--- src/rtl/d_stream_source.sv ---
// Strided-word token source for the valid/ready interface. Each burst emits cfg_count words
// starting at cfg_base and stepping by cfg_stride. The final word carries the LAST flag.
module d_stream_source #(
  parameter int unsigned DATA_WIDTH = 32,
  parameter int unsigned CNT_WIDTH  = 16
) (
  input  logic                  clock,
  input  logic                  reset,
  input  logic                  cfg_start,
  input  logic [DATA_WIDTH-1:0] cfg_base,
  input  logic [DATA_WIDTH-1:0] cfg_stride,
  input  logic [CNT_WIDTH-1:0]  cfg_count,
  input  logic                  cfg_abort,
  output logic [DATA_WIDTH:0]   io_dout,
  output logic                  io_dout_v,
  input  logic                  io_dout_r,
  output logic                  busy,
  output logic                  done,
  output logic [CNT_WIDTH-1:0]  sent
);

  typedef enum logic [1:0] {StIdle, StRun, StDone} state_e;

  state_e                state_q, state_d;
  logic [DATA_WIDTH-1:0] payload_q, stride_q;
  logic                  last_q;
  logic [CNT_WIDTH-1:0]  remaining_q, sent_q;
  logic                  start_ok, xfer, final_xfer;

  assign start_ok   = (state_q == StIdle) && cfg_start;
  assign xfer       = (state_q == StRun) && io_dout_r;
  assign final_xfer = xfer && (remaining_q == CNT_WIDTH'(1));

  always_ff @(posedge clock) begin
    if (reset) begin
      state_q <= StIdle;
    end else begin
      state_q <= state_d;
    end
  end

  always_comb begin
    state_d = state_q;
    unique case (state_q)
      StIdle: begin
        if (cfg_start) begin
          state_d = (cfg_count == '0) ? StDone : StRun;
        end
      end
      StRun: begin
        if (cfg_abort || final_xfer) begin
          state_d = StDone;
        end
      end
      StDone:  state_d = StIdle;
      default: state_d = StIdle;
    endcase
  end

  always_comb begin
    io_dout_v = (state_q == StRun);
    busy      = (state_q == StRun);
    done      = (state_q == StDone);
  end

  // The token register only advances while another word will follow, so io_dout keeps the
  // last driven token once valid drops.
  always_ff @(posedge clock) begin
    if (reset) begin
      payload_q   <= '0;
      stride_q    <= '0;
      last_q      <= 1'b0;
      remaining_q <= '0;
      sent_q      <= '0;
    end else if (start_ok) begin
      stride_q    <= cfg_stride;
      remaining_q <= cfg_count;
      sent_q      <= '0;
      if (cfg_count != '0) begin
        payload_q <= cfg_base;
        last_q    <= (cfg_count == CNT_WIDTH'(1));
      end
    end else if (xfer) begin
      sent_q      <= sent_q + CNT_WIDTH'(1);
      remaining_q <= remaining_q - CNT_WIDTH'(1);
      if (!final_xfer && !cfg_abort) begin
        payload_q <= payload_q + stride_q;
        last_q    <= (remaining_q == CNT_WIDTH'(2));
      end
    end
  end

  assign io_dout = {last_q, payload_q};
  assign sent    = sent_q;

endmodule

--- config.mk ---
export PLATFORM = sky130hd
export DESIGN_NAME = d_stream_source
export DESIGN_NICKNAME = d
export VERILOG_FILES = /design/src/rtl/d_stream_source.sv
export SDC_FILE = /design/constraint.sdc
export NUM_CORES = 1
export LEC_CHECK = 0
export ABC_AREA = 1
export CORE_ASPECT_RATIO = 1.1
export CORE_MARGIN = 4
export CORE_UTILIZATION = 70
export CTS_CLUSTER_SIZE = 28
export DETAILED_ROUTE_END_ITERATION = 8
export DONT_BUFFER_PORTS = 1
export MAX_ROUTING_LAYER = met4
export PLACE_DENSITY = 0.86
export SKIP_CTS_REPAIR_TIMING = 1
export SYNTH_ARGS = -nofsm -noshare
export SYNTH_HDL_FRONTEND = slang
export SYNTH_SLANG_ARGS = --single-unit
--- constraint.sdc ---
create_clock -name clock -period 3.24 [get_ports clock]
set_input_delay 0.81 -clock clock [delete_from_list [all_inputs] [get_ports clock]]
set_output_delay 0.81 -clock clock [all_outputs]
set_load 0.05 [all_outputs]
==> metrics.yaml <==
floorplanning:
  rows: 37
  die_h_um: 113
  die_area_mm2: 0.0116
  ios: 137
  die_w_um: 103
  start_util_pct: 72.9
  core_mm2: 0.00954
pwr:
  p_leak_nw: 3.63
  power_mw: 3.38
  powerDensity_mw_per_mm2: 465
  peakVddDrop_v: 0.000296
detailed_routing:
  drtIter0Drc: 373
  postRouteWirelength_um: 17800
  drtPass1Iterations: 5
  drc: 0
  wl_per_cell_um: 14.2
  final_antenna_net_count: 0
  vias: 6842
  avgViaCountPerCell: 5.47
critical_path:
  critPathKind: "reg -> reg"
  critPathSlowestCell: "dfxtp_1"
  path_buf_inv: 0
  startpoint_type: "register"
  crit_chain: "ha_1 > fa_1 > nand3_1 > nand3_1 > nand3_1 > nand3_1 > nand2_1 > nand2_1 > nand2_1 > nand3_1 > nand2_1 > a21oi_2"
  worst_setup_path_end_kind: "register"
  slowest_delay_ps: 520
  crit_path_max_fanout: 5
  critPathArrivalTime_ps: 2750
  critPathRequiredTime_ps: 3520
  cp_top_family: "simple AND/OR/NAND/NOR gates"
  crit_top_cell: "nand3_1"
clock_tree:
  insertion_delay_ps: 380
  cts_tree: "built"
  root_buffer: "clkbuf_8"
  path_clk_slew_ps: 100
  cts_buffer_depth: 2
  cts_sinks: 99
  htreeDepth: 3
  cts_buffers: 9
yosys:
  async_reset_ff_share_pct: 0
  yosys_warnings: 0
  yosys.area.top_type: "dfxtp_1"
  synth.avg_cell_area_um2: 6.12
  yosysMostFrequentCell: "nand2_1"
  synth_top_area_share_pct: 28.5
  syn_inst: 1136
  syn-num-nets: 1257
  seq_area_frac_synth_pct: 28.5
  synth-edff-count: 0
  netlist_top_cells_area: "dfxtp_1, nand2_1, nor2_1"
  ys_seq_elements: 99
  synth_common_cells: "nand2_1, nor2_1, inv_1, dfxtp_1, a21oi_1"
  synth_cell_types: 43
  ys.flop_type: "dfxtp_1"
  netlist_area_mm2: 0.00695
timing:
  timing.final.ws_setup_ps: 770
  timing.final.max_slew_violations: 0
  post-route-period-util_pct: 76.2
  fin_crit_ps: 2470
  tns_ps: 0
  skew_ps: 11.8
  finalHoldViolCount: 0
  rsz0062_at_grt: "no"
  slew-limit-headroom_pct: 37.8
  whs_ps: 493
  finalSetupViolCount: 0
  timing.fmax_ghz: 0.405
  tightest_slew_ps: 929
cells_and_area:
  drive_above_1_share_pct: 7.23
  final-instance-count-excl-fill: 1251
  post-route-util_pct: 76.3
  area.sequential_mm2: 0.00198
  fillerInstances: 832
  multiInputGateArea_mm2: 0.00419
  diodes: 0
  area_delta_synth_final_pct: 4.64
  final_nets: 1251
  fin_area_mm2: 0.00728
place:
  port_buffers: 0
  place_area_mm2: 0.00706
  dp_slack_ps: 543
  hpwl_um: 13500
  dp_cells: 1236
  gp_congestion: 1.00
job:
  drv_cap: 0
grt:
  antenna_found_initial: 0
  gr-total-overflow: 0
  grt_pass1_wl_um: 28900
  grt_usage_pct: 31.7
  grt_pass1_vias: 6276
  grt_max_degree: 83
min_path:
  hold_class: "in -> reg"
status:
  outcome: "finished, final reports clean"
==> per-layer routing <==
| metal | global-route usage (%) | vias to the layer above | part of all wire (%) |
|---|---|---|---|
| met5 | - | - | 0 |
| met1 | 37.3 | 3032 | 42 |
| met2 | 52.6 | 212 | 48 |
| li1 | - | 3558 | - |
| met4 | 12.9 | 0 | 3.5 |
| met3 | 5.59 | 40 | 7.4 |
==> state kept, by name (all words and copies together), names as in the netlist <==
register / flops
payload_q: 32
stride_q: 32
remaining_q: 16
sent: 16
state_q: 2
last_q: 1
==> path summary, 6_finish.rpt <==
path / to / depth (start not counted) / startpoint / slack [ps]
setup / recovery: payload_q[20] / 12 / payload_q[0] / 770
hold / removal: remaining_q[3] / 1 / reset / 490
setup reg to reg: payload_q[20] / 12 / payload_q[0] / 770
hold reg to reg: remaining_q[11] / 2 / remaining_q[11] / 500
==> power breakdown <==
| group | switching [mW] | total [mW] | internal [mW] |
|---|---|---|---|
| clock | 0.452 | 0.886 | 0.434 |
| sequential | 0.168 | 1.49 | 1.32 |
| combinational | 0.675 | 1.01 | 0.332 |
| total | 1.29 | 3.38 | 2.09 |
==> logic make-up after synthesis <==
kind of cell / Yosys count / synth area share, %
simple gates: 607 / 36.7
buf+inv: 198 / 11.3
compound gates: 170 / 13.6
flops: 99 / 28.5
fa+ha+maj: 36 / 6.59
xor+xnor: 26 / 3.28
==> placed cells by master, fill, tap and decap left out, drive strengths merged, types with 3 or more instances in the layout <==
| cell type | count |
|---|---|
| dfxtp | 99 |
| o21ai | 63 |
| xnor2 | 4 |
| nor2 | 177 |
| xor2 | 22 |
| nor3 | 12 |
| and2 | 3 |
| clkinv | 3 |
| ha | 35 |
| o21a | 4 |
| inv | 163 |
| clkbuf | 9 |
| nand2 | 343 |
| a31oi | 18 |
| buf | 19 |
| nand4 | 11 |
| o21bai | 4 |
| or2 | 3 |
| a21oi | 74 |
| nand3 | 58 |
==> final cells by class <==
cell class                 instances  share of cell area (%)
multi-input combinational        839                    57.5
sequential                        99                    27.2
clock buffer                       9                    1.70
tap                              117                    2.01
inverter                         162                    8.36
clock inverter                     6                    1.20
timing repair buffer              19                    1.96
Note: power is estimated with default switching activity, not from simulation.
